$ cat src/rtl/ref_lock_monitor_pkg.sv
// ---------------------------------------------------------------------------
// ref_lock_monitor_pkg : state encoding and tolerance helper for the monitor
// Revision: 1.0
// ---------------------------------------------------------------------------
`default_nettype none

package ref_lock_monitor_pkg;

  localparam logic [1:0] IDLE_ENC    = 2'd0;
  localparam logic [1:0] ACQUIRE_ENC = 2'd1;
  localparam logic [1:0] LOCKED_ENC  = 2'd2;

  typedef enum logic [1:0] {
    IDLE    = IDLE_ENC,
    ACQUIRE = ACQUIRE_ENC,
    LOCKED  = LOCKED_ENC
  } state_e;

  // Wide signed difference so no period value can wrap into tolerance.
  function automatic logic in_tol(input longint p, input longint exp_p, input longint tol);
    longint diff;
    diff = p - exp_p;
    return (diff <= tol) && (diff >= -tol);
  endfunction

endpackage

`default_nettype wire

$ cat src/rtl/sync_rise_det.sv
// ---------------------------------------------------------------------------
// sync_rise_det : STAGES-flop synchroniser with a registered rising-edge pulse
// Revision: 1.0
// ---------------------------------------------------------------------------
`default_nettype none

module sync_rise_det #(
  parameter int STAGES = 2
) (
  input  logic clk_i,
  input  logic rstn_i,
  input  logic d_i,
  output logic rise_o
);

  if (STAGES < 2) begin : g_stages_check
    $error("sync_rise_det: STAGES must be at least 2");
  end

  logic [STAGES-1:0] sync_q, sync_d;
  logic              prev_q, prev_d;
  logic              rise_q, rise_d;

  always_comb begin
    sync_d = {sync_q[STAGES-2:0], d_i};
    prev_d = sync_q[STAGES-1];
    rise_d = sync_q[STAGES-1] & ~prev_q;
  end

  always_ff @(posedge clk_i) begin
    if (!rstn_i) begin
      sync_q <= '0;
      prev_q <= 1'b0;
      rise_q <= 1'b0;
    end else begin
      sync_q <= sync_d;
      prev_q <= prev_d;
      rise_q <= rise_d;
    end
  end

  assign rise_o = rise_q;

endmodule

`default_nettype wire

$ cat src/rtl/ref_lock_monitor.sv
// ---------------------------------------------------------------------------
// ref_lock_monitor : measures reference clock periods, tracks lock with
// hysteresis, flags out-of-tolerance periods and loss of reference.
// Revision: 1.0
// ---------------------------------------------------------------------------
`default_nettype none

module ref_lock_monitor
  import ref_lock_monitor_pkg::*;
#(
  parameter int CNT_WIDTH   = 16,
  parameter int EXP_PERIOD  = 1000,
  parameter int TOL         = 4,
  parameter int LOCK_CNT    = 8,
  parameter int UNLOCK_CNT  = 2,
  parameter int SYNC_STAGES = 2
) (
  input  logic                 clk_i,
  input  logic                 rstn_i,
  input  logic                 ref_i,
  input  logic                 en_i,
  output logic                 lock_o,
  output logic [CNT_WIDTH-1:0] period_o,
  output logic                 period_valid_o,
  output logic                 err_o,
  output logic                 ref_lost_o
);

  if (!(((longint'(1) << CNT_WIDTH) > longint'(2 * EXP_PERIOD + 1)) &&
        (LOCK_CNT >= 1) && (UNLOCK_CNT >= 1))) begin : g_param_check
    $error("ref_lock_monitor: illegal parameter combination");
  end

  localparam int GW = $clog2(LOCK_CNT + 1);
  localparam int BW = $clog2(UNLOCK_CNT + 1);
  localparam logic [CNT_WIDTH-1:0] C_TIMEOUT = CNT_WIDTH'(2 * EXP_PERIOD);

  logic ref_edge;

  sync_rise_det #(
    .STAGES (SYNC_STAGES)
  ) u_sync (
    .clk_i  (clk_i),
    .rstn_i (rstn_i),
    .d_i    (ref_i),
    .rise_o (ref_edge)
  );

  state_e               state_q, state_d;
  logic [CNT_WIDTH-1:0] cnt_q, cnt_d;
  logic [GW-1:0]        good_cnt_q, good_cnt_d;
  logic [BW-1:0]        bad_cnt_q, bad_cnt_d;
  logic                 lock_q, lock_d;
  logic [CNT_WIDTH-1:0] period_q, period_d;
  logic                 valid_q, valid_d;
  logic                 err_q, err_d;
  logic                 lost_q, lost_d;
  logic                 good;
  logic [GW-1:0]        good_inc;
  logic [BW-1:0]        bad_inc;

  always_comb begin
    good       = in_tol(longint'(cnt_q), longint'(EXP_PERIOD), longint'(TOL));
    good_inc   = good_cnt_q + 1'b1;
    bad_inc    = bad_cnt_q + 1'b1;
    state_d    = state_q;
    cnt_d      = cnt_q;
    good_cnt_d = good_cnt_q;
    bad_cnt_d  = bad_cnt_q;
    lock_d     = lock_q;
    period_d   = period_q;
    valid_d    = 1'b0;
    err_d      = 1'b0;
    lost_d     = lost_q;

    if (ref_edge) begin
      cnt_d = CNT_WIDTH'(1);
    end else if (cnt_q != '1) begin
      cnt_d = cnt_q + 1'b1;
    end

    case (state_q)
      IDLE: begin
        if (ref_edge) begin
          state_d    = ACQUIRE;
          good_cnt_d = '0;
          bad_cnt_d  = '0;
          lost_d     = 1'b0;
        end
      end
      ACQUIRE, LOCKED: begin
        // An edge coinciding with the timeout value is a normal measurement.
        if (ref_edge) begin
          period_d = cnt_q;
          valid_d  = 1'b1;
          if (state_q == ACQUIRE) begin
            if (good) begin
              good_cnt_d = good_inc;
              if (good_inc == GW'(LOCK_CNT)) begin
                state_d   = LOCKED;
                lock_d    = 1'b1;
                bad_cnt_d = '0;
              end
            end else begin
              good_cnt_d = '0;
              err_d      = 1'b1;
            end
          end else begin
            if (good) begin
              bad_cnt_d = '0;
            end else begin
              err_d = 1'b1;
              if (bad_inc == BW'(UNLOCK_CNT)) begin
                lock_d     = 1'b0;
                state_d    = ACQUIRE;
                good_cnt_d = '0;
                bad_cnt_d  = '0;
              end else begin
                bad_cnt_d = bad_inc;
              end
            end
          end
        end else if (cnt_q == C_TIMEOUT) begin
          lost_d     = 1'b1;
          lock_d     = 1'b0;
          state_d    = IDLE;
          good_cnt_d = '0;
          bad_cnt_d  = '0;
        end
      end
      default: state_d = IDLE;
    endcase

    // Soft reset: everything but the reported period restarts.
    if (!en_i) begin
      state_d    = IDLE;
      cnt_d      = '0;
      good_cnt_d = '0;
      bad_cnt_d  = '0;
      lock_d     = 1'b0;
      valid_d    = 1'b0;
      err_d      = 1'b0;
      lost_d     = 1'b0;
    end
  end

  always_ff @(posedge clk_i) begin
    if (!rstn_i) begin
      state_q    <= IDLE;
      cnt_q      <= '0;
      good_cnt_q <= '0;
      bad_cnt_q  <= '0;
      lock_q     <= 1'b0;
      period_q   <= '0;
      valid_q    <= 1'b0;
      err_q      <= 1'b0;
      lost_q     <= 1'b0;
    end else begin
      state_q    <= state_d;
      cnt_q      <= cnt_d;
      good_cnt_q <= good_cnt_d;
      bad_cnt_q  <= bad_cnt_d;
      lock_q     <= lock_d;
      period_q   <= period_d;
      valid_q    <= valid_d;
      err_q      <= err_d;
      lost_q     <= lost_d;
    end
  end

  assign lock_o         = lock_q;
  assign period_o       = period_q;
  assign period_valid_o = valid_q;
  assign err_o          = err_q;
  assign ref_lost_o     = lost_q;

endmodule

`default_nettype wire

$ cat config.mk
export PLATFORM = sky130hd
export DESIGN_NAME = ref_lock_monitor
export DESIGN_NICKNAME = d
export VERILOG_FILES = /design/src/rtl/ref_lock_monitor_pkg.sv /design/src/rtl/sync_rise_det.sv /design/src/rtl/ref_lock_monitor.sv
export SDC_FILE = /design/constraint.sdc
export NUM_CORES = 1
export LEC_CHECK = 0
export BUFFER_PORTS_ARGS = -buffer_cell sky130_fd_sc_hd__buf_4
export CAP_MARGIN = 40
export CORE_MARGIN = 8
export CORE_UTILIZATION = 49
export DETAILED_ROUTE_END_ITERATION = 6
export GPL_TIMING_DRIVEN = 0
export PLACE_DENSITY = 0.66
export SYNTH_ARGS = -nofsm -noshare
export SYNTH_HDL_FRONTEND = slang
export SYNTH_HIERARCHICAL = 1
export SYNTH_SLANG_ARGS = --single-unit
$ cat constraint.sdc
create_clock -name clk_i -period 2.8 [get_ports clk_i]
set_input_delay 0.84 -clock clk_i [delete_from_list [all_inputs] [get_ports clk_i]]
set_output_delay 0.84 -clock clk_i [all_outputs]
set_load 0.005 [all_outputs]
* After elaboration in Yosys (flattened, before gate mapping)
Cells that the tools add are included.
** Storage, ports and cells
- Register bits after elaboration :: 48
- Bits of input ports :: 4
- Output and inout port bits :: 20
- Word-level logic and storage cells :: 98
** Operators by class
- Add/subtract/negate cells :: 4
- Magnitude comparators :: 2
- Eq/ne operators :: 19
- Mux-type cells :: 40
- Bitwise gates (word level) :: 4
- Reductions and logical operators :: 16
** Operator list (number)
- 2-bit two-way mux :: 15
- 4-bit two-way mux :: 7
- 4-bit inequality test (second input constant) :: 5
- 17-bit by 3-bit >= comparator with 1-bit output (second input constant) :: 1
- 17-bit by 4-bit less-or-equal comparator with 1-bit output (second input constant) :: 1
- 16-bit by 10-bit subtractor with 17-bit output (second input constant) :: 1
- 16-bit by 1-bit adder with 16-bit output (second input constant) :: 1
- 16-bit by 11-bit equality test with 1-bit output (second input constant) :: 1
- 16-bit inequality test (second input constant) :: 1
- 1-bit two-way mux :: 14
- 3-bit inequality test (second input constant) :: 4
- 6-bit AND reduction :: 2
- 5-bit AND reduction :: 2
- 2-bit case mux with 2 select lines :: 2
- 4-bit case mux with 2 select lines :: 1
- 4-bit AND reduction :: 2
- 2-bit nonzero test :: 3
- 4-bit by 1-bit adder with 4-bit output (second input constant) :: 1
- 2-bit equality test (second input constant) :: 2
- 4-bit equality test (second input constant) :: 1
- 2-bit inequality test (second input constant) :: 2
- 2-bit AND reduction :: 2
- 3-bit by 2-bit inequality test with 1-bit output (second input constant) :: 1
- 1-bit NOT :: 3
- 10 further kinds :: 10

* Logic depth before layout (Yosys ltp)
Gate-level depths: netlist (run 1).
- Depth after elaboration :: 7
- Mapped depth :: 11
- Gate-level depth less buffers :: 9

* By module
Netlist (run 1), hierarchy kept.
** Modules (own cells, without submodules)
- ref_lock_monitor :: instances 1, cells an instance 311, area each 2498.6 um2, sequential area each 880.8 um2
- sync_rise_det :: instances 1, cells an instance 8, area each 111.4 um2, sequential area each 80.1 um2

* Least setup slack after synthesis (run 1)
Ideal clock, no wire load.
- Kind :: register -> register
- From :: reg cnt_q[3]
- To :: reg state_q[0]
- Library setup time :: 0.072 ns
- Arrival time :: 2.528 ns
- Required time :: 2.728 ns
- Path slack :: 0.200 ns
- Stages on the path, launching flop included :: 12
- Path buffers :: 2
- Clock period less this slack :: 2.600 ns
- Cells stage by stage :: dfxtp_1 > buf_6 > inv_1 > ha_1 > clkbuf_1 > or3b_1 > a211oi_1 > o21ai_0 > a2111o_1 > o31ai_2 > mux2i_1 > mux2i_1
** Between the ends
- Word-level cells in the longest chain between the ends :: 5
- Elaborated cells on any way between the ends :: 10
- Those cells by class :: 1 x add/sub; 2 x order compare; 5 x eq/ne; 2 x reduce/logical
** Ends and longest elaborated chain
- from (decl) :: RTL line ref_lock_monitor.sv:50 : logic [CNT_WIDTH-1:0] cnt_q, cnt_d;
- from (signal assigned) :: RTL line ref_lock_monitor.sv:160 : cnt_q <= cnt_d;
- 16-bit by 10-bit subtractor with 17-bit output :: RTL line ref_lock_monitor_pkg.sv:22 : diff = p - exp_p;
- 17-bit by 4-bit less-or-equal comparator with 1-bit output or 17-bit by 3-bit >= comparator with 1-bit output (tied branches) :: RTL line ref_lock_monitor_pkg.sv:23 : return (diff <= tol) && (diff >= -tol);
- 1-bit logical AND :: RTL line ref_lock_monitor_pkg.sv:23
- 4-bit inequality test (no line)
- 6-bit AND reduction (no line) (*)
- to (signal assigned) :: RTL line ref_lock_monitor.sv:159 : state_q <= state_d;
- to (decl) :: RTL line ref_lock_monitor.sv:49 : state_e state_q, state_d;
Mark *: on every way between the ends. The rest lies on a longest branch, timed or not.
A chain may end at the register's enable or synchronous reset.

* Final worst setup path (run 1)
Same ends and word-level chain as after synthesis.

==> flow_summary.yaml, run 1 <==
setup_path:
  arrival_ns: 2.92
  crit_required_ns: 3.04
  startpoint_type: "register"
  critPathKind: "register to register"
  critPathMaxFanout: 8
  worstSetupEndpointType: "register"
timing:
  setup_ws_ns: 0.121
  slew_headroom_pct: 65.5
  setup_viol: 0
  rsz0062_at_grt: "no"
  max_freq_mhz: 373
  fin_skew_ns: 0.00303
  timing.final.crit_share_pct: 95.7
  hold_viol: 0
  worstMarginPinSlew_ns: 0.518
  drv_slew: 0
  min_period_ns: 2.68
finish:
  layout-drive-gt1-share_pct: 15.5
  area_growth_pct: 14.7
  diodes: 0
  nNetsFinal: 364
  n_fill_cell: 504
  fin_area_um2: 2990
synth:
  synth_edf_count: 0
  yosys.area.top_type_share_pct: 36.8
  syn_area_um2: 2610
  synth_top_cell_by_area: "dfxtp_1"
  synthTopCellsByArea: "dfxtp_1 (37%), nand2_1 (7.3%), ha_1 (5.8%), a21boi_0 (4.6%), nor2_1 (4.5%)"
  async_reset_ff_share_pct: 0
  syn-num-nets: 335
  ys_warn_count: 6
  ys.flop_type: "dfxtp_1"
  ys_types: 52
  synth_seq_area_share_pct: 36.8
  ys_ff_latch: 48
  synth_cells: 319
  syn_avg_cell_area_um2: 8.18
floorplan:
  die-area_um2: 7920
  core_region_area_um2: 5140
  fp.dieH_um: 89.0
  rows: 26
  initial_core_util_pct: 50.8
  die_w_um: 89.0
  pin_count: 24
power_and_ir_drop:
  p_per_area_nw_per_um2: 422
  p_leak_nw: 1.08
  vdd_drop_max_v: 0.000324
run_status:
  status: "finished, final reports clean"
global_route:
  grt_pass1_vias: 2178
  grt_max_degree: 16
  grt_overflow_total: 0
  grt_first_pass_wirelength_um: 9790
  track_usage_pct: 15.6
  antenna_found_initial: 0
place:
  post_dp_cell_area_um2: 2870
  dp_slack_ns: -0.158
  gp_congestion: 0.895
  dp_hpwl_um: 4430
  numPortBuffers: 23
drt:
  drtIter0Drc: 135
  via_per_inst: 5.39
  route.met2.wl_um: 2800
  wirelength_met1_um: 2710
  totalWireLength_um: 5810
  firstDrtPassIters: 4
  ant_nets: 0
  highest_layer: "met4"
  drc_errors: 0
  wl_per_cell_um: 13.9
  wl_met3_um: 190
  dr_total_vias: 2258
cts:
  root_buffer: "clkbuf_8"
  worst_skew_pair.late_latency_ns: 0.31
  h-tree-depth: 2
  clock_path_buffers: 2
  cts.sinks: 48
  clk_pin_slew_ns: 0.09
  cts_tree: "done"
  cts_made_buffers: 5
run:
  max_cap_viol_count: 0
worst_hold_path:
  min_path_type: "register to register"
==> cell families after synthesis <==
family | Yosys count | synth area share [%]
flops | 48 | 36.8
mux | 2 | 0.767
buf+inv | 29 | 5.80
fa+ha+maj | 12 | 5.75
simple gates | 149 | 28.5
compound gates | 62 | 16.7
xor+xnor | 17 | 5.70
==> routing by layer <==
| metal | up-vias | global-route usage, % |
|---|---|---|
| met4 | 0 | 5.14 |
| met2 | 34 | 27.2 |
| met5 | - | 0 |
| met3 | 12 | 3.68 |
| li1 | 1163 | - |
| met1 | 1049 | 18.2 |
==> cell usage in the layout (no fill, tap or decap), drive strengths merged, types with 8 or more instances in the layout <==
cell    instances
buf            27
a21oi          11
ha             12
nand3          15
clkbuf         17
nor2           31
o21ai          13
xnor2          11
a21boi         16
nand4           9
dfxtp          48
nor3            8
inv            13
nand2          51
==> repair_timing <==
| action | in CTS | in global routing |
|---|---|---|
| hold buffers | 0 | 0 |
| pin swaps | 0 | 0 |
| gates resized for setup | 2 | 1 |
| endpoints found under the setup margin | 7 | 1 |
| buffers inserted | 0 | 0 |
==> synth_stat cells (2+ instances only) <==
cell / number
nand2_1: 51
dfxtp_1: 48
nor2_1: 31
a21boi_0: 16
nand3_1: 15
inv_1: 13
o21ai_0: 13
ha_1: 12
a21oi_1: 11
xnor2_1: 11
nand4_1: 9
clkbuf_1: 8
nor3_1: 8
xor2_1: 6
nor4_1: 5
a31oi_1: 4
and2_2: 4
nor2b_1: 4
buf_2: 3
clkbuf_8: 3
nand4b_1: 3
o211ai_1: 3
a211oi_1: 2
a22o_1: 2
a32oi_1: 2
and2_1: 2
and3_1: 2
mux2i_1: 2
nand3b_1: 2
or3_1: 2
==> per-stage QoR <==
step                util, %  cells  power (mW)  setup TNS [ns]  hold WS, ns
floorplan                 -    319       0.733               0        0.420
global placement       55.8    412       0.748          -0.177        0.422
detailed placement     55.8    412       0.748          -0.288        0.428
CTS                    58.2    419        1.28               0        0.453
global route           58.2    419        1.31               0        0.472
finish                 58.2    419        1.26               0        0.449
==> worst max-delay path, stage by stage, from the launching register on <==
cell and delay, ns:
dfxtp_2 0.37, buf_6 0.14, inv_1 0.07, ha_2 0.25, or3b_1 0.37, a211oi_1 0.23, o21ai_0 0.11, a2111o_1 0.44
o31ai_2 0.16, mux2i_1 0.28, mux2i_1 0.20
==> state kept, by name, indices dropped and copies added, names as in the netlist <==
name and count:
bad_cnt_q 2, u_sync/sync_q 2, cnt_q 16, u_sync/rise_o 1
lock_o 1, state_q 2, good_cnt_q 4, period_o 16
ref_lost_o 1, u_sync/prev_q 1, err_o 1, period_valid_o 1
==> where the power goes <==
part	leakage (nW)	switching, mW	internal [mW]	total [mW]
clock	0.0614	0.239	0.292	0.532
combinational	0.634	0.0251	0.0169	0.0420
sequential	0.388	0.00342	0.686	0.689
==> path summary, 6_finish.rpt <==
path / startpoint / end / slack [ns] / cells past startpoint
worst max register to register: cnt_q[3] / state_q[0] / 0.12 / 10
worst max-delay path: cnt_q[3] / state_q[0] / 0.12 / 10
worst min register to register: u_sync/sync_q[0] / u_sync/sync_q[1] / 0.45 / 1
worst min-delay path: u_sync/sync_q[0] / u_sync/sync_q[1] / 0.45 / 1
==> layout make-up <==
type	count	area, um^2	share of cell area [%]
Clock inverter	2	38.8	1.30
Tap cell	70	87.6	2.93
Inverter	13	48.8	1.63
Buffer	15	98.8	3.30
Clock buffer	6	82.6	2.76
Sequential cell	48	963	32.2
Timing Repair Buffer	23	173	5.77
Multi-Input combinational cell	242	1500	50.1
Power figures use the tool's default switching activity.
==> run 2: changes to the inputs <==
ABC_CLOCK_PERIOD_IN_PS = 2800   (was default)
CORE_UTILIZATION = 55   (was 49)
CTS_BUF_LIST = sky130_fd_sc_hd__clkbuf_8   (was default)
PLACE_DENSITY = 0.74   (was 0.66)
==> run 2 against run 1 <==
Against the previous run:
- worst hold slack got worse by 0.0017 ns
- critical path depth unchanged
- critical endpoint unchanged
- via count increased by 2.6%
- highest routed layer unchanged
==> flow_summary.yaml, run 2 (synthesis gave the netlist of run 1 again) <==
run_status:
  status: "finished, final reports clean"
floorplan:
  fp.dieH_um: 84.9
  initial_core_util_pct: 56.0
  rows: 25
  pin_count: 24
  core_region_area_um2: 4660
  die-area_um2: 7210
  die_w_um: 84.9
finish:
  area_growth_pct: 14.2
  nNetsFinal: 364
  diodes: 0
  fin_util_pct: 64.0
  layout_commonest_cell: "nand2_1"
  final_cell_mix: "nand2_1 (51), dfxtp_1 (46), nor2_1 (31)"
  fin_cells: 403
  n_fill_cell: 414
  fin_area_um2: 2980
  layout-drive-gt1-share_pct: 15.8
timing:
  min_period_ns: 2.65
  rsz0062_at_grt: "yes"
  slew_headroom_pct: 64.1
  hold_viol: 0
  drv_slew: 0
  timing.final.crit_share_pct: 94.6
  fin_skew_ns: 0.0125
  setup_ws_ns: 0.150
  worstMarginPinSlew_ns: 0.538
  setup_viol: 0
  max_freq_mhz: 377
place:
  dp_hpwl_um: 4330
  dp_slack_ns: -0.0937
  numPortBuffers: 23
  gp_congestion: 0.924
  placed_cells: 396
  post_dp_cell_area_um2: 2850
drt:
  dr_total_vias: 2317
  via_per_inst: 5.75
  drc_errors: 0
  wl_per_cell_um: 14.6
  totalWireLength_um: 5860
  drtIter0Drc: 95
  firstDrtPassIters: 4
  ant_nets: 0
global_route:
  antenna_found_initial: 0
  grt_max_degree: 17
  track_usage_pct: 16.6
  grt_overflow_total: 0
  grt_pass1_vias: 2148
  grt_first_pass_wirelength_um: 9760
worst_hold_path:
  min_path_type: "register to register"
  min_to: "u_sync/sync_q[1]"
  hold_depth: 1
  holdCritStartpoint: "u_sync/sync_q[0]"
setup_path:
  arrival_ns: 2.89
  rrSetupSlack_ns: 0.15
  timing.rr.end: "state_q[0]"
  ff2ff_path_depth: 10
  worstSetupEndpointType: "register"
  startpoint_type: "register"
  critPathMaxFanout: 8
  crit_required_ns: 3.04
  critPathKind: "register to register"
  r2r_start: "cnt_q[3]"
cts:
  clk_pin_slew_ns: 0.09
  cts_hold_buf: 0
  cts_made_buffers: 5
  cts_setup_buffers: 0
  clock_path_buffers: 2
  worst_skew_pair.late_latency_ns: 0.31
  cts.sinks: 48
  cts_tree: "done"
  post_cts_resize_count: 2
  h-tree-depth: 2
  root_buffer: "clkbuf_8"
power_and_ir_drop:
  vdd_drop_max_v: 0.000300
  power_mw: 1.25
  p_leak_nw: 1.08
  p_per_area_nw_per_um2: 419
run:
  max_cap_viol_count: 0
[run 2: how the worst max path moves through the flow]
stage            endpoint      from  depth (start not counted)  slack (ns)
5_1_grt        state_q[0]  cnt_q[3]                         10       0.003
4_1_cts        state_q[0]  cnt_q[3]                         10        0.04
3_3_place_gp   state_q[0]  cnt_q[4]                         10       -0.07
6_report       state_q[0]  cnt_q[3]                         10        0.15
3_5_place_dp   state_q[0]  cnt_q[4]                         10       -0.09
2_1_floorplan  state_q[0]  cnt_q[3]                         11        0.20
[run 2: area by class of cell]
cell class	count	area (um^2)	share of cell area (%)
Buffer	15	98.8	3.32
Clock buffer	5	68.8	2.31
Clock inverter	3	46.3	1.55
Inverter	13	48.8	1.64
Multi-Input combinational cell	242	1520	50.8
Sequential cell	48	963	32.3
Tap cell	54	67.6	2.27
Timing Repair Buffer	23	173	5.79
[run 2: per-layer routing]
metal | GRT usage (%) | part of all wire, % | vias to the layer above
li1 | - | - | 1165
met1 | 18.9 | 43 | 1091
met2 | 29.4 | 51 | 53
met3 | 3.47 | 4.2 | 8
met4 | 6.31 | 1.3 | 0
met5 | 0 | 0 | -
[run 2: through the flow]
step | hold WS, ns | setup TNS (ns)
after global placement | 0.423 | -0.0676
after detailed placement | 0.430 | -0.0937
after floorplan | 0.420 | 0
final | 0.448 | 0
after global routing | 0.477 | 0
after CTS | 0.452 | 0
[run 2: critical path: stages (launching register included)]
cell and delay, ns:
dfxtp_2 0.38, buf_6 0.14, inv_1 0.06, ha_2 0.24
or3b_1 0.36, a211oi_1 0.22, o21ai_0 0.12, a2111o_1 0.47
o31ai_4 0.13, mux2i_1 0.27, mux2i_1 0.19
[run 2: where the power goes]
part / switching, mW / internal (mW) / total [mW]
Sequential: 0.00344 / 0.686 / 0.689
Clock: 0.249 / 0.269 / 0.518
Combinational: 0.0258 / 0.0169 / 0.0427
Total: 0.278 / 0.972 / 1.25
